## config.mk

```make
export PLATFORM = sky130hd
export DESIGN_NAME = softmax_norm
export DESIGN_NICKNAME = d
export VERILOG_FILES = /design/src/rtl/softmax_pkg.sv /design/src/rtl/softmax_norm_seq_div.sv /design/src/rtl/softmax_norm.sv
export SDC_FILE = /design/constraint.sdc
export NUM_CORES = 1
export LEC_CHECK = 0
export BUFFER_PORTS_ARGS = -buffer_cell sky130_fd_sc_hd__buf_2
export CORE_MARGIN = 5
export CORE_UTILIZATION = 44
export CTS_CLUSTER_DIAMETER = 80
export DETAILED_ROUTE_END_ITERATION = 16
export PLACE_DENSITY = 0.67
export REMOVE_ABC_BUFFERS = 1
export SYNTH_ARGS = -nofsm -noshare
export SYNTH_HDL_FRONTEND = slang
export SYNTH_HIERARCHICAL = 1
export SYNTH_SLANG_ARGS = --single-unit
export TNS_END_PERCENT = 5
```

## constraint.sdc

```tcl
create_clock -name clk -period 6.5 [get_ports clk]
set_input_delay 0.65 -clock clk [delete_from_list [all_inputs] [get_ports clk]]
set_output_delay 0.65 -clock clk [all_outputs]
set_load 0.01 [all_outputs]
```

## src/rtl/softmax_pkg.sv

```systemverilog
// Shared types and helpers for the softmax normalisation stage.
// Exponent words arrive as {pos, mant}; exp_to_lin expands them to linear values.
package softmax_pkg;

  localparam int EXP_W  = 21;
  localparam int POS_W  = 5;
  localparam int MANT_W = 16;
  localparam int LIN_W  = 47;

  typedef struct packed {
    logic [POS_W-1:0]  pos;
    logic [MANT_W-1:0] mant;
  } exp_word_t;

  typedef enum logic [1:0] {
    COLLECT,
    DIVIDE,
    OUTPUT
  } norm_state_t;

  // mant is at most 16 bits and pos at most 31, so the result fits LIN_W
  function automatic logic [LIN_W-1:0] exp_to_lin(input exp_word_t e);
    return LIN_W'(e.mant) << e.pos;
  endfunction

endpackage

```

## src/rtl/softmax_norm_seq_div.sv

```systemverilog
// Restoring unsigned divider: one load cycle resolves the top quotient bit,
// then ITER iterations resolve the rest. Quotient is held until the next start.
module seq_div #(
  parameter int DVD_W = 64,
  parameter int DVS_W = 49,
  parameter int ITER  = 16
) (
  input  logic             clk,
  input  logic             rst_n,
  input  logic             start,
  input  logic [DVD_W-1:0] dividend,
  input  logic [DVS_W-1:0] divisor,
  output logic             done,
  output logic [ITER:0]    quotient
);

  localparam int CNT_W = $clog2(ITER + 1);

  logic             busy_q, busy_d;
  logic             done_q, done_d;
  logic [CNT_W-1:0] cnt_q, cnt_d;
  logic [DVS_W-1:0] rem_q, rem_d;
  logic [ITER-1:0]  low_q, low_d;
  logic [ITER:0]    quo_q, quo_d;
  logic [DVD_W-1:0] hi_ext;
  logic [DVS_W:0]   trial;
  logic             ge;

  // The load step assumes dividend >> ITER is below twice the divisor, which
  // holds whenever the dividend element is part of the divisor sum.
  always_comb begin
    busy_d = busy_q;
    done_d = 1'b0;
    cnt_d  = cnt_q;
    rem_d  = rem_q;
    low_d  = low_q;
    quo_d  = quo_q;
    hi_ext = dividend >> ITER;
    trial  = {rem_q, low_q[ITER-1]};
    ge     = 1'b0;
    if (start) begin
      ge     = hi_ext >= DVD_W'(divisor);
      rem_d  = DVS_W'(hi_ext - (ge ? DVD_W'(divisor) : '0));
      low_d  = dividend[ITER-1:0];
      quo_d  = {ITER'(0), ge};
      cnt_d  = CNT_W'(ITER);
      busy_d = 1'b1;
    end else if (busy_q) begin
      ge    = trial >= {1'b0, divisor};
      rem_d = DVS_W'(ge ? trial - {1'b0, divisor} : trial);
      low_d = low_q << 1;
      quo_d = {quo_q[ITER-1:0], ge};
      cnt_d = cnt_q - CNT_W'(1);
      if (cnt_q == CNT_W'(1)) begin
        busy_d = 1'b0;
        done_d = 1'b1;
      end
    end
  end

  always_ff @(posedge clk) begin
    if (!rst_n) begin
      busy_q <= 1'b0;
      done_q <= 1'b0;
      cnt_q  <= '0;
      rem_q  <= '0;
      low_q  <= '0;
      quo_q  <= '0;
    end else begin
      busy_q <= busy_d;
      done_q <= done_d;
      cnt_q  <= cnt_d;
      rem_q  <= rem_d;
      low_q  <= low_d;
      quo_q  <= quo_d;
    end
  end

  assign done     = done_q;
  assign quotient = quo_q;

endmodule

```

## src/rtl/softmax_norm.sv

```systemverilog
// Softmax normalisation: buffers N linearised exponents, sums them, and emits
// each element divided by the sum as Q0.OUT_W. SOFTMAX_NORM_ROUND_EN enables rounding.
module softmax_norm
  import softmax_pkg::*;
#(
  parameter int N     = 4,
  parameter int OUT_W = 16
) (
  input  logic             clk,
  input  logic             rst_n,
  input  logic             in_valid,
  output logic             in_ready,
  input  logic [EXP_W-1:0] in_exp,
  output logic             out_valid,
  input  logic             out_ready,
  output logic [OUT_W-1:0] out_prob,
  output logic             out_last
);

  localparam int IDX_W = $clog2(N);
  localparam int SUM_W = LIN_W + $clog2(N);
  localparam int DVD_W = LIN_W + OUT_W + 1;

  norm_state_t      state_q, state_d;
  logic [IDX_W-1:0] wr_idx_q, wr_idx_d;
  logic [IDX_W-1:0] rd_idx_q, rd_idx_d;
  logic [SUM_W-1:0] sum_q, sum_d;
  logic [LIN_W-1:0] buf_q [N];
  logic [LIN_W-1:0] buf_d [N];
  logic             div_wait_q, div_wait_d;
  logic             in_ready_q, in_ready_d;
  logic             out_valid_q, out_valid_d;
  logic [OUT_W-1:0] out_prob_q, out_prob_d;
  logic             out_last_q, out_last_d;

  logic             in_fire, out_fire, div_start, div_done;
  logic [LIN_W-1:0] in_lin;
  logic [DVD_W-1:0] dividend;
  logic [OUT_W:0]   div_quo;

`ifdef SOFTMAX_NORM_ROUND_EN
  assign dividend = {1'b0, buf_q[rd_idx_q], OUT_W'(0)} + DVD_W'(sum_q >> 1);
`else
  assign dividend = {1'b0, buf_q[rd_idx_q], OUT_W'(0)};
`endif

  assign in_lin = exp_to_lin(exp_word_t'(in_exp));

  // Both streams transfer a word on a rising edge where valid and ready are
  // both high; out_valid, out_prob and out_last hold steady until that edge.
  always_comb begin
    state_d     = state_q;
    wr_idx_d    = wr_idx_q;
    rd_idx_d    = rd_idx_q;
    sum_d       = sum_q;
    buf_d       = buf_q;
    div_wait_d  = div_wait_q;
    out_valid_d = out_valid_q;
    out_prob_d  = out_prob_q;
    out_last_d  = out_last_q;
    div_start   = 1'b0;
    in_fire     = in_valid && in_ready_q;
    out_fire    = out_valid_q && out_ready;
    case (state_q)
      COLLECT: begin
        if (in_fire) begin
          buf_d[wr_idx_q] = in_lin;
          sum_d           = sum_q + SUM_W'(in_lin);
          if (wr_idx_q == IDX_W'(N - 1)) begin
            state_d  = DIVIDE;
            rd_idx_d = '0;
          end else begin
            wr_idx_d = wr_idx_q + IDX_W'(1);
          end
        end
      end
      DIVIDE: begin
        div_start  = !div_wait_q;
        div_wait_d = 1'b1;
        if (div_wait_q && div_done) begin
          div_wait_d  = 1'b0;
          state_d     = OUTPUT;
          out_valid_d = 1'b1;
          // A zero sum still runs the divider so timing matches, but its result is ignored
          out_prob_d  = (sum_q == '0) ? '0 :
                        (div_quo[OUT_W] ? '1 : div_quo[OUT_W-1:0]);
          out_last_d  = (rd_idx_q == IDX_W'(N - 1));
        end
      end
      OUTPUT: begin
        if (out_fire) begin
          out_valid_d = 1'b0;
          out_last_d  = 1'b0;
          if (rd_idx_q == IDX_W'(N - 1)) begin
            state_d  = COLLECT;
            wr_idx_d = '0;
            rd_idx_d = '0;
            sum_d    = '0;
          end else begin
            state_d  = DIVIDE;
            rd_idx_d = rd_idx_q + IDX_W'(1);
          end
        end
      end
      default: state_d = COLLECT;
    endcase
    in_ready_d = (state_d == COLLECT);
  end

  always_ff @(posedge clk) begin
    if (!rst_n) begin
      state_q     <= COLLECT;
      wr_idx_q    <= '0;
      rd_idx_q    <= '0;
      sum_q       <= '0;
      div_wait_q  <= 1'b0;
      in_ready_q  <= 1'b0;
      out_valid_q <= 1'b0;
      out_prob_q  <= '0;
      out_last_q  <= 1'b0;
    end else begin
      state_q     <= state_d;
      wr_idx_q    <= wr_idx_d;
      rd_idx_q    <= rd_idx_d;
      sum_q       <= sum_d;
      div_wait_q  <= div_wait_d;
      in_ready_q  <= in_ready_d;
      out_valid_q <= out_valid_d;
      out_prob_q  <= out_prob_d;
      out_last_q  <= out_last_d;
    end
  end

  // Buffer slots are always written before they are read, so no reset is needed
  always_ff @(posedge clk) begin
    buf_q <= buf_d;
  end

  seq_div #(
    .DVD_W(DVD_W),
    .DVS_W(SUM_W),
    .ITER (OUT_W)
  ) u_div (
    .clk     (clk),
    .rst_n   (rst_n),
    .start   (div_start),
    .dividend(dividend),
    .divisor (sum_q),
    .done    (div_done),
    .quotient(div_quo)
  );

  assign in_ready  = in_ready_q;
  assign out_valid = out_valid_q;
  assign out_prob  = out_prob_q;
  assign out_last  = out_last_q;

endmodule

```

==> results.sh, run 1 <==
export IMPL_status="finished clean"
export IMPL_worstHoldStart="out_ready"
export IMPL_io_pins=44
export IMPL_synth_flop_cell="edfxtp_1"
export IMPL_via_count=21100
export IMPL_whs_endpoint="out_valid"
export IMPL_hold_viol=0
export IMPL_drc_errors=0
export IMPL_io_buffer_count=43
export IMPL_clkSinkCount=352
export IMPL_routed_wl_met3_mm=4.89
export IMPL_grt_ovfl_total=0
export IMPL_period_minus_slack_ns=6.06
export IMPL_required_ns=6.98
export IMPL_die_area_sq_um=61100
export IMPL_drt_initial_drc_count=1946
export IMPL_rows=87
export IMPL_syn_area_per_cell_sq_um=9.13
export IMPL_async_flop_share_pct=0
export IMPL_drive_gt1_share_pct=10.0
export IMPL_worst_r2r_cell_count=24
export IMPL_grt_pass1_wl_mm=115
export IMPL_worst_pin_slew_ns=1.10
export IMPL_yosysWarnings=6
export IMPL_synthCells=2713
export IMPL_htreeDepth=2
export IMPL_p_leak_nw=10.4
export IMPL_synth_seq_area_share_pct=36.1
export IMPL_fp_dieW_microns=247
export IMPL_netlist_area_sq_um=24800
export IMPL_dp_hpwl_mm=57.5
export IMPL_cts_made_buffers=40
export IMPL_fin_skew_ns=0.0332
export IMPL_finalCritPeriodShare_pct=93.2
export IMPL_cts_hold_buffers_added=0
export IMPL_rsz0062_at_grt="no"
export IMPL_viasPerCell=6.05
export IMPL_clkSlewWorstSetupHoldPaths_ns=0.06
export IMPL_fmax_mhz=165
export IMPL_synth_cell_types=106
export IMPL_worst_slack_ns=0.439
export IMPL_routed_wl_mm=74.6
export IMPL_grt_pass1_vias=20200
export IMPL_r2r_end="u_div/rem_q[44]"
export IMPL_antenna_found_initial=0
export IMPL_arrival_ns=6.54
export IMPL_hold_path_class="in -> reg"
export IMPL_r2r_slack_ns=0.44
export IMPL_synth_edf_count=188
export IMPL_r2r_start="rd_idx_q[0]"
export IMPL_critical_path_startpoint_type="flop"
export IMPL_grtUsageTotal_pct=23.9
export IMPL_final_common_cell="nand2_1"
export IMPL_met1_length_mm=33.3
export IMPL_root_buffer="clkbuf_16"
export IMPL_crit_type="reg -> reg"
export IMPL_grt_max_degree=76
export IMPL_ys_ff_latch=352
export IMPL_nets=2929
export IMPL_hold_depth=4
export IMPL_cts_tree="yes"
export IMPL_final_cell_mix="nand2_1, nor2_1, a21oi_1, ha_1, edfxtp_1"
export IMPL_clk_insertion_delay_late_ns=0.57
export IMPL_met2_length_mm=32.7
export IMPL_clockBufferDepth=3
export IMPL_syn_to_final_growth_pct=9.46
export IMPL_dpl_worst_slack_ns=0.156
export IMPL_irDropWorstVdd_mv=0.155
export IMPL_gp_routability_congestion=0.965
export IMPL_maxUsedRoutingLayer="met4"
export IMPL_dr_pass1_iters=8
export IMPL_start_util_pct=44.2
export IMPL_maxSlewHeadroom_pct=25.7
export IMPL_drv_slew=0
export IMPL_cp_end_kind="flop"
export IMPL_setup_violations=0
export IMPL_ant_nets=0
export IMPL_wl_per_cell_microns=21.4
export IMPL_powerDensity_nw_per_um2=229
export IMPL_cap_violations=0
export IMPL_total_power_mw=6.20
export IMPL_die_height_microns=247
export IMPL_cp_max_fo=12
export IMPL_core_area_sq_um=56100
[Yosys cell counts (49+ instances only)]
cell / instances / area [sq um]
clkbuf_1: 106 / 398
o21ai_0: 109 / 546
xor2_1: 55 / 482
a21oi_1: 240 / 1200
edfxtp_1: 188 / 5650
mux4_2: 49 / 1100
nand2_1: 282 / 1060
dfxtp_1: 164 / 3280
xnor2_1: 69 / 604
inv_1: 102 / 383
a21o_1: 89 / 668
nor2_1: 268 / 1010
mux2i_1: 56 / 561
ha_1: 199 / 2490
[what timing repair did]
| item | in CTS | in global routing |
|---|---|---|
| resized for setup | 0 | 7 |
| setup endpoints to repair | 0 | 12 |
| buffers inserted | 0 | 3 |
[critical path: stages (launching register included)]
cell and delay, ns:
dfxtp_4 0.42, buf_6 0.23, mux4_2 0.55, ha_1 0.33, a21o_1 0.18, a21o_1 0.17, a211oi_1 0.23, o211ai_1 0.12
a221o_1 0.37, a21oi_1 0.32, o21ai_4 0.12, and2_1 0.18, ha_1 0.20, fa_1 0.41, inv_1 0.07, a21oi_1 0.09
o211ai_1 0.43, a211oi_4 0.16, buf_4 0.18, nor4_2 0.31, o2111ai_1 0.19, a21oi_2 0.23, a221oi_2 0.10, mux2i_1 0.14
a221oi_1 0.25
[power by group]
group	internal, mW	total [mW]	switching, mW
clock	1.36	2.29	0.924
sequential	2.39	2.43	0.0340
combinational	0.523	1.49	0.968
[registers in the layout, summed over array words and instances, names as in the netlist, 2 cells and up]
name / cells
buf_q: 188
out_prob: 16
rd_idx_q: 2
state_q: 2
sum_q: 49
u_div/cnt_q: 5
u_div/low_q: 16
u_div/quotient: 17
u_div/rem_q: 49
wr_idx_q: 2
[kinds of logic (layout without fill, tap and decap cells)]
logic type               Yosys count  in the layout  share of synthesized area (%)
AO/OA/AOI/OAI                    825            825                           22.1
flip-flops                       352            352                           36.1
multiplexers                     116            116                           7.22
buffers and inverters            255            259                           4.17
adder cells (fa/ha/maj)          202            202                           10.3
other                              1             20                         0.0151
AND/OR/NAND/NOR                  838            838                           15.7
XOR/XNOR                         124            124                           4.39
[per-layer routing]
layer  track usage, %  vias up
met5                0        -
met4             11.1        0
met3             2.55      165
met2             36.8      825
met1             33.9    10100
li1                 -    10100
[stage by stage]
stage	hold slack (ns)	utilization (%)	cells	cell area, sq um	setup TNS (ns)
after floorplan	0.455	-	2578	24200	-49.35
after global placement	0.429	45.8	3413	25700	0
after detailed placement	0.436	45.8	3413	25700	0
after CTS	0.387	48.2	3487	27000	0
after global routing	0.437	48.3	3490	27100	0
final	0.416	48.3	3492	27100	0
[worst max path at each step]
stage | start | to | slack (ns) | depth (start not counted)
floorplan | rd_idx_q[0] | u_div/rem_q[44] | -1.51 | 23
global placement | rd_idx_q[0] | u_div/rem_q[47] | 0.16 | 24
detailed placement | rd_idx_q[0] | u_div/rem_q[47] | 0.16 | 24
CTS | rd_idx_q[0] | u_div/rem_q[47] | 0.13 | 24
global route | rd_idx_q[0] | u_div/rem_q[44] | 0.02 | 25
finish | rd_idx_q[0] | u_div/rem_q[44] | 0.44 | 24
[layout make-up]
class | count | area (sq um)
clock inverter | 23 | 262
clock buffer | 51 | 1090
multi-input combinational | 2123 | 14900
antenna | 2 | 5.00
inverter | 103 | 387
tap | 756 | 946
fill | 5257 | 29000
sequential | 352 | 8940
timing repair buffer | 82 | 541
Power figures use the tool's default switching activity.
==> inputs of run 2 (changes only) <==
CORE_UTILIZATION = 55   (was 44)
PLACE_DENSITY = 0.8   (was 0.67)
==> results.sh, run 2 (synthesis gave the netlist of run 1 again) <==
export IMPL_status="finished clean"
export IMPL_place_area_sq_um=25500
export IMPL_dp_hpwl_mm=55.6
export IMPL_path_depth=26
export IMPL_irDropWorstVdd_mv=0.155
export IMPL_grt_ovfl_total=0
export IMPL_drc_errors=0
export IMPL_clk_insertion_delay_late_ns=0.56
export IMPL_ant_nets=0
export IMPL_cts_hold_buffers_added=0
export IMPL_final_common_cell="nand2_1"
export IMPL_final_cell_mix="nand2_1, nor2_1, a21oi_1, ha_1, edfxtp_1"
export IMPL_crit_family="compound AO/OA/AOI/OAI gates"
export IMPL_drt_initial_drc_count=2107
export IMPL_nets=2931
export IMPL_cts_made_buffers=38
export IMPL_maxSlewHeadroom_pct=19.1
export IMPL_period_minus_slack_ns=6.27
export IMPL_fp_dieW_microns=222
export IMPL_worst_pin_slew_ns=1.21
export IMPL_arrival_ns=6.70
export IMPL_io_buffer_count=43
export IMPL_grt_pass1_vias=20700
export IMPL_top_regs="buf_q (188), sum_q (49), u_div/rem_q (49)"
export IMPL_routed_wl_mm=73.7
export IMPL_largest_reg_flops=188
export IMPL_fin_hold_ws_ns=0.450
export IMPL_fin_skew_ns=0.0259
export IMPL_switching_share_pct=31.4
export IMPL_dr_pass1_iters=8
export IMPL_crit_type="reg -> reg"
export IMPL_cts_tree="yes"
export IMPL_clkSlewWorstSetupHoldPaths_ns=0.06
export IMPL_cp_end_kind="flop"
export IMPL_r2r_start="rd_idx_q[0]"
export IMPL_hold_path_class="reg -> reg"
export IMPL_crit_top_cell="buf_4"
export IMPL_crit_buf_inv=3
export IMPL_netSwitchingPower_mw=1.90
export IMPL_grt_max_degree=76
export IMPL_instances_no_fill=3326
export IMPL_clockBufferDepth=3
export IMPL_cp_max_fo=16
export IMPL_die_height_microns=222
export IMPL_cap_violations=0
export IMPL_grtUsageTotal_pct=28.8
export IMPL_utilization_pct=60.3
export IMPL_required_ns=6.93
export IMPL_htreeDepth=2
export IMPL_comb_power_share_pct=24.2
export IMPL_gp_routability_congestion=0.978
export IMPL_drv_slew=0
export IMPL_p_int_mw=4.14
export IMPL_viasPerCell=6.47
export IMPL_n_fill_cell=3658
export IMPL_hold_viol=0
export IMPL_root_buffer="clkbuf_16"
export IMPL_setup_violations=0
export IMPL_core_area_sq_um=44400
export IMPL_startpoint="rd_idx_q[0]"
export IMPL_start_util_pct=55.7
export IMPL_rsz0062_at_grt="no"
export IMPL_finalSetupTns_ns=0
export IMPL_critical_path_startpoint_type="flop"
export IMPL_die_area_sq_um=49400
export IMPL_r2r_slack_ns=0.23
export IMPL_antenna_found_initial=0
export IMPL_powerDensity_nw_per_um2=226
export IMPL_endpoint="u_div/rem_q[47]"
export IMPL_p_leak_nw=10.3
export IMPL_dpl_cell_count=3251
export IMPL_crit_path_max_incr_delay_ns=0.58
export IMPL_r2r_end="u_div/rem_q[47]"
export IMPL_syn_to_final_growth_pct=8.18
export IMPL_clkSinkCount=352
export IMPL_regMostFlops="buf_q"
export IMPL_via_count=21500
export IMPL_worst_r2r_cell_count=26
export IMPL_rows=77
export IMPL_fmax_mhz=159
export IMPL_finalCritPeriodShare_pct=96.5
export IMPL_postLayoutCellArea_sq_um=26800
export IMPL_cp_slowest_cell="mux4_2"
export IMPL_sequentialPowerShare_pct=40.2
export IMPL_clockPowerShare_pct=35.6
export IMPL_io_pins=44
export IMPL_grt_pass1_wl_mm=114
export IMPL_wl_per_cell_microns=22.2
export IMPL_drive_gt1_share_pct=10.1
[run 2: cell count changes in the layout (fill, tap and decap cells not counted), sizes merged]
cell,delta
bufinv,-1
clkbuf,-3
diode,-1
clkinv,-3
buf,+4
inv,+2
[run 2: cell type report]
class	instances	area (sq um)	share of cell area, %
multi-input cells	2123	14900	55.8
flip-flops and latches	352	8940	33.4
diodes	1	2.50	0.00934
repair buffers	86	538	2.01
clock inverters	21	233	0.869
clock buffers	48	1010	3.77
inverters	103	387	1.44
well taps	592	741	2.77
[run 2: timing repair]
item                       CTS  global route
setup endpoints to repair    0            12
buffers inserted             0             5
gates resized for setup      0             6
[run 2: worst min-delay path, cell delays in order (launching register included)]
cell and delay [ns]:
dfxtp_1 0.32, nand2_1 0.04, o21ai_0 0.05
[run 2: per-layer routing]
layer / vias to the layer above / part of all wire (%) / GRT usage [%]
li1: 10100 / - / -
met1: 10200 / 41 / 38.8
met2: 1011 / 46 / 46.2
met3: 204 / 8.6 / 4.38
met4: 0 / 4.7 / 12.7
met5: - / 0 / 0
[run 2: worst min path at each step]
stage / from / endpoint / slack [ns] / cells past startpoint
6_report: out_prob[15] / out_prob[15] / 0.45 / 2
5_1_grt: out_ready / out_valid / 0.48 / 4
4_1_cts: out_ready / out_valid / 0.44 / 4
3_5_place_dp: out_prob[4] / out_prob[4] / 0.44 / 2
3_3_place_gp: out_prob[4] / out_prob[4] / 0.43 / 2
2_1_floorplan: div_wait_q / div_wait_q / 0.45 / 1
[run 2: through the flow]
| step | power, mW | setup slack [ns] |
|---|---|---|
| 2_1_floorplan | 3.47 | -1.51 |
| 3_3_place_gp | 3.88 | 0.279 |
| 3_5_place_dp | 3.89 | 0.208 |
| 4_1_cts | 6.04 | 0.145 |
| 5_1_grt | 6.29 | 0.00106 |
| 6_report | 6.05 | 0.230 |
[run 2: power by group through the flow]
stage / clock network (mW) / registers (mW) / logic [mW]
6_report: 2.15 / 2.43 / 1.46
3_3_place_gp: 0 / 2.47 / 1.41
2_1_floorplan: 0 / 2.46 / 1.01
3_5_place_dp: 0 / 2.47 / 1.41
4_1_cts: 2.18 / 2.43 / 1.43
5_1_grt: 2.28 / 2.43 / 1.58
